### src/rtl/updown_ctrl_pkg.sv
// rtl/updown_ctrl_pkg.sv - shared types and defaults for the up/down counter front-end control
package updown_ctrl_pkg;

  typedef enum logic [1:0] {
    ST_IDLE  = 2'd0,
    ST_RUN   = 2'd1,
    ST_CLEAR = 2'd2
  } ctrl_state_t;

  localparam int DEB_CYCLES_DEF = 16;
  localparam int DIV_DEF        = 50;
  localparam int CLR_PULSE_DEF  = 4;

  // Counter width able to hold 0..n-1, never narrower than one bit
  function automatic int cnt_width(input int n);
    return (n > 1) ? $clog2(n) : 1;
  endfunction

endpackage

### src/rtl/btn_debounce.sv
// rtl/btn_debounce.sv - two-flop synchronizer plus stability counter for one raw push-button
module btn_debounce
  import updown_ctrl_pkg::*;
#(
  parameter int DEB_CYCLES = DEB_CYCLES_DEF
) (
  input  logic CLK,
  input  logic Clear,
  input  logic raw,
  output logic level,
  output logic press
);

  localparam int             CW   = cnt_width(DEB_CYCLES);
  localparam logic [CW-1:0]  LAST = CW'(DEB_CYCLES - 1);

  logic          sync1;
  logic          sync2;
  logic [CW-1:0] cnt;

  always_ff @(posedge CLK) begin
    if (!Clear) begin
      sync1 <= 1'b0;
      sync2 <= 1'b0;
      cnt   <= '0;
      level <= 1'b0;
      press <= 1'b0;
    end else begin
      sync1 <= raw;
      sync2 <= sync1;
      press <= 1'b0;
      // Any cycle agreeing with the accepted level restarts the stability window
      if (sync2 == level) begin
        cnt <= '0;
      end else if (cnt == LAST) begin
        cnt   <= '0;
        level <= sync2;
        press <= sync2;
      end else begin
        cnt <= cnt + 1'b1;
      end
    end
  end

endmodule

### src/rtl/updown_counter_ctrl.sv
// rtl/updown_counter_ctrl.sv - run/clear FSM, tick prescaler and direction control feeding the 4-bit counter
module updown_counter_ctrl
  import updown_ctrl_pkg::*;
#(
  parameter int DEB_CYCLES = DEB_CYCLES_DEF,
  parameter int DIV        = DIV_DEF,
  parameter int CLR_PULSE  = CLR_PULSE_DEF
) (
  input  logic CLK,
  input  logic Clear,
  input  logic BtnRun,
  input  logic BtnDir,
  input  logic BtnClr,
  output logic CntTick,
  output logic UD,
  output logic CntClearN,
  output logic Running
);

  localparam int             PW    = cnt_width(DIV);
  localparam logic [PW-1:0]  DLAST = PW'(DIV - 1);
  localparam int             CPW   = cnt_width(CLR_PULSE);
  localparam logic [CPW-1:0] CLAST = CPW'(CLR_PULSE - 1);

  logic [2:0]     unused_levels;
  logic           run_press;
  logic           dir_press;
  logic           clr_press;

  ctrl_state_t    state;
  ctrl_state_t    state_nx;
  logic           stay_run;
  logic           dir_req;
  logic           toggle;
  logic           pend;
  logic [PW-1:0]  psc;
  logic [CPW-1:0] pcnt;

  btn_debounce #(.DEB_CYCLES(DEB_CYCLES)) u_deb_run (
    .CLK   (CLK),
    .Clear (Clear),
    .raw   (BtnRun),
    .level (unused_levels[0]),
    .press (run_press)
  );

  btn_debounce #(.DEB_CYCLES(DEB_CYCLES)) u_deb_dir (
    .CLK   (CLK),
    .Clear (Clear),
    .raw   (BtnDir),
    .level (unused_levels[1]),
    .press (dir_press)
  );

  btn_debounce #(.DEB_CYCLES(DEB_CYCLES)) u_deb_clr (
    .CLK   (CLK),
    .Clear (Clear),
    .raw   (BtnClr),
    .level (unused_levels[2]),
    .press (clr_press)
  );

  always_ff @(posedge CLK) begin
    if (!Clear) begin
      state <= ST_IDLE;
    end else begin
      state <= state_nx;
    end
  end

  always_comb begin
    state_nx = state;
    case (state)
      ST_IDLE: begin
        if (clr_press)      state_nx = ST_CLEAR;
        else if (run_press) state_nx = ST_RUN;
      end
      ST_RUN: begin
        if (clr_press)      state_nx = ST_CLEAR;
        else if (run_press) state_nx = ST_IDLE;
      end
      ST_CLEAR: begin
        if (clr_press)          state_nx = ST_CLEAR;
        else if (pcnt == CLAST) state_nx = ST_IDLE;
      end
      default: state_nx = ST_IDLE;
    endcase
  end

  always_comb begin
    Running  = (state == ST_RUN);
    stay_run = (state == ST_RUN) && (state_nx == ST_RUN);
    dir_req  = dir_press && (state != ST_CLEAR);
    toggle   = pend ^ dir_req;
  end

  always_ff @(posedge CLK) begin
    if (!Clear) begin
      psc       <= '0;
      CntTick   <= 1'b0;
      pcnt      <= '0;
      CntClearN <= 1'b0;
      UD        <= 1'b0;
      pend      <= 1'b0;
    end else begin
      CntClearN <= (state_nx != ST_CLEAR);

      if (stay_run) begin
        if (psc == DLAST) begin
          psc     <= '0;
          CntTick <= 1'b1;
        end else begin
          psc     <= psc + 1'b1;
          CntTick <= 1'b0;
        end
      end else begin
        psc     <= '0;
        CntTick <= 1'b0;
      end

      // Entry into ST_CLEAR, or a fresh clear press inside it, restarts the low phase
      if ((state == ST_CLEAR) && (state_nx == ST_CLEAR) && !clr_press) begin
        pcnt <= pcnt + 1'b1;
      end else begin
        pcnt <= '0;
      end

      // UD may only move on an edge where CntTick is low, so the counter's
      // falling-edge sample never sees a direction change
      if (clr_press) begin
        pend <= 1'b0;
        if (dir_req && !CntTick) UD <= ~UD;
      end else if (CntTick) begin
        pend <= toggle;
      end else begin
        pend <= 1'b0;
        UD   <= UD ^ toggle;
      end
    end
  end

endmodule

### config.mk
export PLATFORM = sky130hd
export DESIGN_NAME = updown_counter_ctrl
export DESIGN_NICKNAME = d
export VERILOG_FILES = /design/src/rtl/updown_ctrl_pkg.sv /design/src/rtl/btn_debounce.sv /design/src/rtl/updown_counter_ctrl.sv
export SDC_FILE = /design/constraint.sdc
export NUM_CORES = 1
export LEC_CHECK = 0
export BUFFER_PORTS_ARGS = -buffer_cell sky130_fd_sc_hd__buf_2
export CORE_MARGIN = 5
export CORE_UTILIZATION = 40
export DETAILED_ROUTE_END_ITERATION = 10
export GPL_ROUTABILITY_DRIVEN = 0
export HOLD_SLACK_MARGIN = 0.03
export SYNTH_ARGS = -nofsm -noshare
export SYNTH_HDL_FRONTEND = slang
export SYNTH_SLANG_ARGS = --single-unit
### constraint.sdc
create_clock -name CLK -period 3.2 [get_ports CLK]
set_input_delay 0.64 -clock CLK [delete_from_list [all_inputs] [get_ports CLK]]
set_output_delay 0.64 -clock CLK [all_outputs]
set_load 0.01 [all_outputs]
# [Yosys cells after proc, flatten, opt, wreduce, memory -nomap -nowiden]
# Index checks and enable logic that the tools add are counted.
# Widths: inputs -> output; s select.
[totals] register_bits=38 latchBits=0 ramBits=0 romBits=0 input_bits=5 out_inout_bits=4 wordCells=88 memories=0
[op_classes] add_sub_neg=5 multipliers=0 n_div=0 n_lt_le_gt_ge=0 n_eq_ne=16 shift=0 n_mux=11 bitwise=12 n_reduce_logical=22
[ops] cell="$reduce_or 3->1" n=8
[ops] cell="$add 4x1->4 const B" n=3
[ops] cell="$eq 4x4->1 const B" n=3
[ops] cell="$mux 2" n=6
[ops] cell="$reduce_and 2->1" n=6
[ops] cell="$not 1->1" n=10
[ops] cell="$add 6x1->6 const B" n=1
[ops] cell="$eq 2x2->1 const B" n=3
[ops] cell="$eq 6x6->1 const B" n=1
[ops] cell="$ne 2x2->1 const B" n=3
[ops] cell="$pmux 2 s3" n=1
[ops] cell="$logic_and 1x1->1" n=5
[ops] cell="$eq 2x1->1 const B" n=2
[ops] cell="$mux 1" n=4
[ops] cell="$eq 1x1->1" n=3
[ops] cell="$add 2x1->2 const B" n=1
[ops] cell="$logic_not 1->1" n=2
[ops] cell="$logic_not 2->1" n=1
[ops] cell="$ne 2x1->1 const B" n=1
[ops] cell="$xor 1x1->1" n=2

# [Longest topological paths before layout]
# Gate-level depths: netlist of the first run.
[depth] ltp_word=8 depth_mapped=5 mapped_depth_nobuf=5

# [Hierarchy]
# From an unflattened synthesis of the first run, not the netlist that was laid out.
[unflattened] cells_unflattened=138 hier_area_um2=1402.6
[modules_own_cells] mod="btn_debounce" n_inst=3 cells_each=26 area_each_um2=274.0 seq_area_each_um2=160.2
[modules_own_cells] mod="updown_counter_ctrl" n_inst=1 cells_each=60 area_each_um2=580.6 seq_area_each_um2=280.3

# [Least setup slack after synthesis of the first run]
# No wires, ideal clock.
[synth_path] kind="input -> register" startpoint="input port Clear" endpoint="register state[1]" arrival_ps=1197 t_required_ps=3136 setup_slack_ps=1938 cell_stages=4 n_path_buf=2 cell_sequence="buf_2 -> clkbuf_1 -> inv_1 -> nor2_1"
[synth_lines] element="from (decl)" line_no="updown_counter_ctrl.sv:10" source="input logic Clear,"
[synth_lines] element="to (signal assigned)" line_no="updown_counter_ctrl.sv:67" source="state <= state_nx;"
[synth_lines] element="to (decl)" line_no="updown_counter_ctrl.sv:30" source="ctrl_state_t state;"
# No word-level cell between the ends.

# [Worst setup path after layout of the first run]
[layout_path] startpoint="register state[0]" endpoint="output port Running"
[layout_via] elab_chain_cells=1
[layout_lines] element="$eq 2x1->1" line_no="updown_counter_ctrl.sv:91" source="Running = (state == ST_RUN);"
[layout_lines] element="to (decl)" line_no="updown_counter_ctrl.sv:17" source="output logic Running"
# Every way passes these cells.

==> metrics, run 1 <==
status=finished clean; initial DRC count=25; Required @ worst endpoint=2.56 ns; detailed placement HPWL=1.53 mm; # DRC=0; Area growth syn-to-layout=9.98%; post-CTS sizing=0; Slew Limit Fails=0; Max clock buf depth=2; Mean Syn Cell Area=10.0 um^2; Final Instance Area=1540 um^2; clock power share=31.7%; DR vias=908; Gate power share=2.1%; vias per cell=4.59; yosys warns=0; CTS HTree Levels=2; CTS clk-pin slew, worst paths=0.09 ns; period utilization=52.2%; cell total after placement=192; crit path cell chain=nor2b_2 -> buf_2; Flop pwr share=66.2%; relative slew slack=81.1%; first-pass GRT wire length=3.68 mm; PD cells=470 nW/um^2; post-synthesis sequential area ratio=54.2%; Placed Area=1490 um^2; clk sinks=38; Setup crit start kind=flop; grt ovf=0; peak per-stage delay on the critical path=0.40 ns; Switch Pwr=142 uW; routed len/inst=9.85 um; core area=3360 um^2; Final Core Density=45.9%; layout cell share with drive strength beyond 1=13.2%; Worst setup EP type=output port; P_int=583 uW; Die Ht=69.2 um; Max Cap Viol=0; initial antenna violation count=0; LEAKAGE=0.000661 uW; Fin. Hold Viols=0; setup tns final=0 ns; crit path max fanout=5; Post-Synthesis Cell Area=1400 um^2; root buf cell=clkbuf_4; Arr. time, crit path=1.03 ns; pin count of the biggest net entering global routing=21; Yosys reg bits=38; Die Area=4790 um^2; Final ANT Viol Nets=0; via count of the first global-routing pass=896; Worst-Skew Late Latency=0.32 ns; crit path kind=reg2out; fmax=599 MHz; GRT Total Usage=9.34%; fin cells=198; Worst Tran Pin Value=0.281 ns; Crit-path slowest cell=dfxtp_1; die width=69.2 um; Sw Ratio=19.6%; CTS tree=done; Post-CTS Setup Repair Bufs=0; number of buffers added on ports=8; peak supply drop=0.246 mV; Synth cell types=27; fin crit period=1.67 ns; Net Count, Synth=151; FP Rows=21; RSZ-0062 raised after global routing=no; Final #Nets=164; Min-Delay Path Class=reg2reg; worst hold margin=0.433 ns; Setup-failing EPs final=0; Synth Instances=140; Initial Util=41.7%; Antenna Cells=0; IO Pins=9; first drt pass iteration count=2; clock skew=0.00422 ns; CTS buffer count=5; CTS Hold Buffers Added=0; Routed WL=1.95 mm
power by group through the flow:
stage / combinational (uW) / sequential [uW] / clock, uW
final: 15.2 / 481 / 230
after floorplan: 10.6 / 491 / 0
after CTS: 15.7 / 481 / 247
after detailed placement: 15.6 / 492 / 0
after global routing: 17.9 / 482 / 265
after global placement: 15.2 / 491 / 0
sequential cells by signal (all words and copies together) (netlist names), 2 cells and up:
name / flops
pcnt: 2
u_deb_run.cnt: 4
psc: 6
state: 2
u_deb_clr.cnt: 4
u_deb_dir.cnt: 4
cell type report:
class,instances,area (um^2)
sequential,38,761
tap,46,57.6
clock buffer,6,51.3
fill,365,1820
inverter,5,18.8
timing repair buffer,8,40.0
multi-input combinational,95,616
metal layers:
layer  global-route usage [%]  part of all wire, %  up-vias
li1                         -                    -      482
met1                     10.9                   48      407
met2                     14.8                   45       15
met3                     5.07                  5.3        4
met4                     2.60                  1.4        0
met5                        0                    0        -
kinds of logic (layout without fill, tap and decap cells):
kind of cell	after synthesis	count (layout)	synth area share [%]
buffers and inverters	7	19	1.96
and+or+nand+nor	67	67	24.8
adders and majority gates	6	6	5.35
muxes	4	4	2.85
DFF	38	38	54.2
AOI/OAI and AO/OA	3	3	1.52
xor gates and xnor gates	15	15	9.36
path summary, 6_finish.rpt:
path,startpoint,to,slack (ns),cells past startpoint
max,state[0]$_SDFF_PN0_,Running,1.53,2
min,pcnt[0]$_SDFF_PN0_,pcnt[0]$_SDFF_PN0_,0.43,1
max reg2reg,state[0]$_SDFF_PN0_,UD$_SDFFE_PN0P_,2.07,4
min reg2reg,pcnt[0]$_SDFF_PN0_,pcnt[0]$_SDFF_PN0_,0.43,1
layout by cell type (no fill, tap or decap), types with 5 or more instances in the layout:
master / instances
dfxtp_1: 38
nor2_1: 21
nand3_1: 12
xor2_1: 12
buf_2: 8
nand2_1: 7
and2_1: 7
ha_1: 6
inv_1: 5
clkbuf_4: 5
through the flow:
stage | worst slack (ns) | total power [uW]
global route | 1.44 | 764
finish | 1.53 | 726
floorplan | 1.94 | 502
detailed placement | 1.52 | 507
global placement | 1.56 | 507
CTS | 1.49 | 743
synth_stat cells, drive strengths merged:
master  number  area, um^2
a21o         1        7.51
a21oi        1        8.76
and2         7        43.8
and3         3        18.8
and4bb       1        12.5
buf          1        5.00
clkbuf       1        3.75
dfxtp       38         761
ha           6        75.1
inv          5        18.8
mux2i        4        40.0
nand2        8        32.5
nand2b       4        27.5
nand3       12        60.1
nand4        1        6.26
nor2        21        78.8
nor2b        3        21.3
nor3         4        20.0
nor3b        2        20.0
nor4         1        6.26
o21ai        1        5.00
xnor2        3        26.3
xor2        12         105
worst max-delay path, delay by kind of cell, from the launching register on:
kind	cells	cell delay (ns)
buf+inv	1	0.14
simple gates	1	0.18
flops	1	0.40
(Power assumes the default switching activity.)
==> inputs of run 2 (changes only) <==
--- a/config.mk
+++ b/config.mk
@@ -5,6 +5,7 @@
 export SDC_FILE = /design/constraint.sdc
 export NUM_CORES = 1
 export LEC_CHECK = 0
+export ABC_AREA = 1
 export BUFFER_PORTS_ARGS = -buffer_cell sky130_fd_sc_hd__buf_2
 export CORE_MARGIN = 5
 export CORE_UTILIZATION = 40
==> constraint.sdc (replaced) <==
create_clock -name CLK -period 1.6 [get_ports CLK]
set_input_delay 0.32 -clock CLK [delete_from_list [all_inputs] [get_ports CLK]]
set_output_delay 0.32 -clock CLK [all_outputs]
set_load 0.01 [all_outputs]
==> run 2 against run 1 <==
Via count is 9.6% higher; critical path type unchanged; total power rose by 120%; worst hold slack worse by 0.21 ns; final area grew 5.0%; largest cell class unchanged.
==> metrics, run 2 <==
status=finished clean; Synth cell types=26 (-3.7%); Synth Instances=157 (+12%); first drt pass iteration count=4 (+2); routed len/inst=10.0 um (+1.6%); first-pass GRT wire length=3.96 mm (+7.7%); Required @ worst endpoint=1.28 ns (-1.28 ns); LEAKAGE=0.000645 uW (-2.3%); Top FF cell, synth=dfxtp_1; CTS Hold Buffers Added=0 (unchanged); most common cell in the netlist=dfxtp_1; CTS tree=done; Post-Synthesis Cell Area=1460 um^2 (+4.1%); Crit-path slowest cell=dfxtp_1; Max clock buf depth=2 (unchanged); peak per-stage delay on the critical path=0.36 ns (-0.04 ns); Mean Syn Cell Area=9.31 um^2 (-7.2%); FP Rows=22 (+4.8%); die width=70.4 um (+1.7%); yosys warns=0 (unchanged); period utilization=75.7%; pin count of the biggest net entering global routing=16 (-24%); vias per cell=4.59 (about the same); area leader, netlist=dfxtp_1; P_int=1300 uW (+120%); RSZ-0062 raised after global routing=no; CTS HTree Levels=2 (unchanged); Slew Limit Fails=0 (unchanged); Post-synth top cells=dfxtp_1 (38), nor2_1 (25), inv_1 (18), nand2_1 (14), nand3_1 (10); setup tns final=0 ns (unchanged); Switch Pwr=320 uW (+120%); post-synthesis sequential area ratio=52.1% (-2.1 points); Post-CTS Setup Repair Bufs=0 (unchanged); Worst Tran Pin Value=0.332 ns (+0.0513 ns); Min-Delay Path Class=in2reg; Final #Nets=181 (+10%); Arr. time, crit path=0.89 ns (-0.14 ns); Gate power share=2.2% (about the same); commonest non-fill, non-tap cell in the layout=dfxtp_1; crit path kind=reg2out; EDFF count, synth=0 (unchanged); initial antenna violation count=0 (unchanged); Synth top area share=52.1% (-2.1 points); Routed WL=2.17 mm (+11%); total power=1620 uW (+120%); worst hold margin=0.224 ns (-0.209 ns); core area=3610 um^2 (+7.2%); Worst setup EP type=output port; synth top area cells=dfxtp_1 (52%), nor2_1 (6.4%), ha_1 (5.1%); Area growth syn-to-layout=11.0%; worst path bufs/invs=1 (unchanged); DR vias=995 (+9.6%); Net Count, Synth=168 (+11%); largest reg by FF count=psc; fin crit period=1.21 ns; Max Cap Viol=0 (unchanged); Sw Ratio=19.7% (+0.13 points); clock power share=38.4% (+6.7 points); crit path cell chain=nor2_4 -> buf_2; via count of the first global-routing pass=910 (+1.6%); post-CTS sizing=0 (unchanged); relative slew slack=77.7% (-3.3 points); Final ANT Viol Nets=0 (unchanged); number of buffers added on ports=8 (unchanged); Die Area=4960 um^2 (+3.5%); CTS clk-pin slew, worst paths=0.07 ns (-0.02 ns); GRT Total Usage=10.0% (+0.70 points); PD cells=1000 nW/um^2 (+110%); Setup-failing EPs final=0 (unchanged); detailed placement HPWL=1.71 mm (+12%); Setup crit start kind=flop; Synth async-reset ratio=0% (unchanged); IO Pins=9 (unchanged); Final Core Density=45.0% (-0.94 points); clk sinks=38 (unchanged); top cell family by delay on the critical path=flip-flops; layout cell share with drive strength beyond 1=18.9% (+5.8 points); grt ovf=0 (unchanged); Yosys reg bits=38 (unchanged); max reg flops=6 (unchanged); CTS buffer count=5 (unchanged); Initial Util=40.5% (-1.2 points); # DRC=0 (unchanged); fin cells=217 (+9.6%); Flop pwr share=59.4% (-6.8 points); initial DRC count=46 (+84%); clock skew=0.00274 ns (-0.00148 ns); Antenna Cells=0 (unchanged); peak supply drop=0.432 mV (+76%); Die Ht=70.4 um (+1.7%); Worst-Skew Late Latency=0.28 ns (-0.04 ns); commonest non-fill, non-tap cells in the layout=dfxtp_1 (38), nor2_1 (25), inv_1 (18), nand2_1 (14), nand3_1 (10); crit path max fanout=4 (-1); cell total after placement=211 (+9.9%); Fin. Hold Viols=0 (unchanged); fmax=825 MHz; root buf cell=clkbuf_8; reg2reg setup slack=0.46 ns (-1.61 ns)
[run 2: worst reg2reg max path, delay by kind of cell, from the launching register on]
family	cells	cell delay, ns
fa+ha+maj	1	0.19
flops	1	0.35
simple gates	2	0.37
compound gates	1	0.16
[run 2: stage by stage]
step / area [um^2] / worst slack [ns]
after floorplan: 1460 / 0.616
after global placement: 1540 / 0.543
after detailed placement: 1540 / 0.438
after CTS: 1620 / 0.369
after global routing: 1620 / 0.315
final: 1620 / 0.388
[run 2: path summary, 6_finish.rpt]
check	from	endpoint	depth (start not counted)
setup / recovery	state[1]$_SDFF_PN0_	Running	2
hold / removal	BtnRun	u_deb_run.sync1$_SDFF_PN0_	3
setup reg to reg	u_deb_clr.cnt[0]$_SDFF_PP0_	u_deb_clr.level$_SDFFE_PN0P_	4
hold reg to reg	u_deb_clr.sync1$_SDFF_PN0_	u_deb_clr.sync2$_SDFF_PN0_	2
[run 2: power by group through the flow]
stage / registers, uW / logic [uW] / clock network [uW]
after floorplan: 984 / 30.0 / 0
after global routing: 964 / 41.3 / 688
after CTS: 963 / 36.5 / 638
after global placement: 984 / 34.5 / 0
after detailed placement: 984 / 36.3 / 0
final: 963 / 35.6 / 623
[run 2: area by class of cell]
class / instances / area [um^2]
Inverter: 21 / 81.3
Clock buffer: 6 / 82.6
Tap cell: 48 / 60.1
Fill cell: 351 / 1980
Sequential cell: 38 / 761
Multi-Input combinational cell: 96 / 597
Timing Repair Buffer: 8 / 40.0
[run 2: cells by family (layout without fill, tap and decap cells)]
kind of cell             after synthesis  after routing  share of synthesized area, %
XOR/XNOR                               8              8                          4.79
flip-flops                            38             38                          52.1
buffers and inverters                 23             35                          7.11
adder cells (fa/ha/maj)                6              6                          5.14
AO/OA/AOI/OAI                         18             18                          8.39
AND/OR/NAND/NOR                       64             64                          22.5
[run 2: per-layer routing]
metal  up-vias  track usage (%)  wire length, um
li1        533                -                -
met2        14             15.5             1020
met3         6             4.46              122
met5         -                0                0
met4         0             4.47               42
met1       442             11.9              986
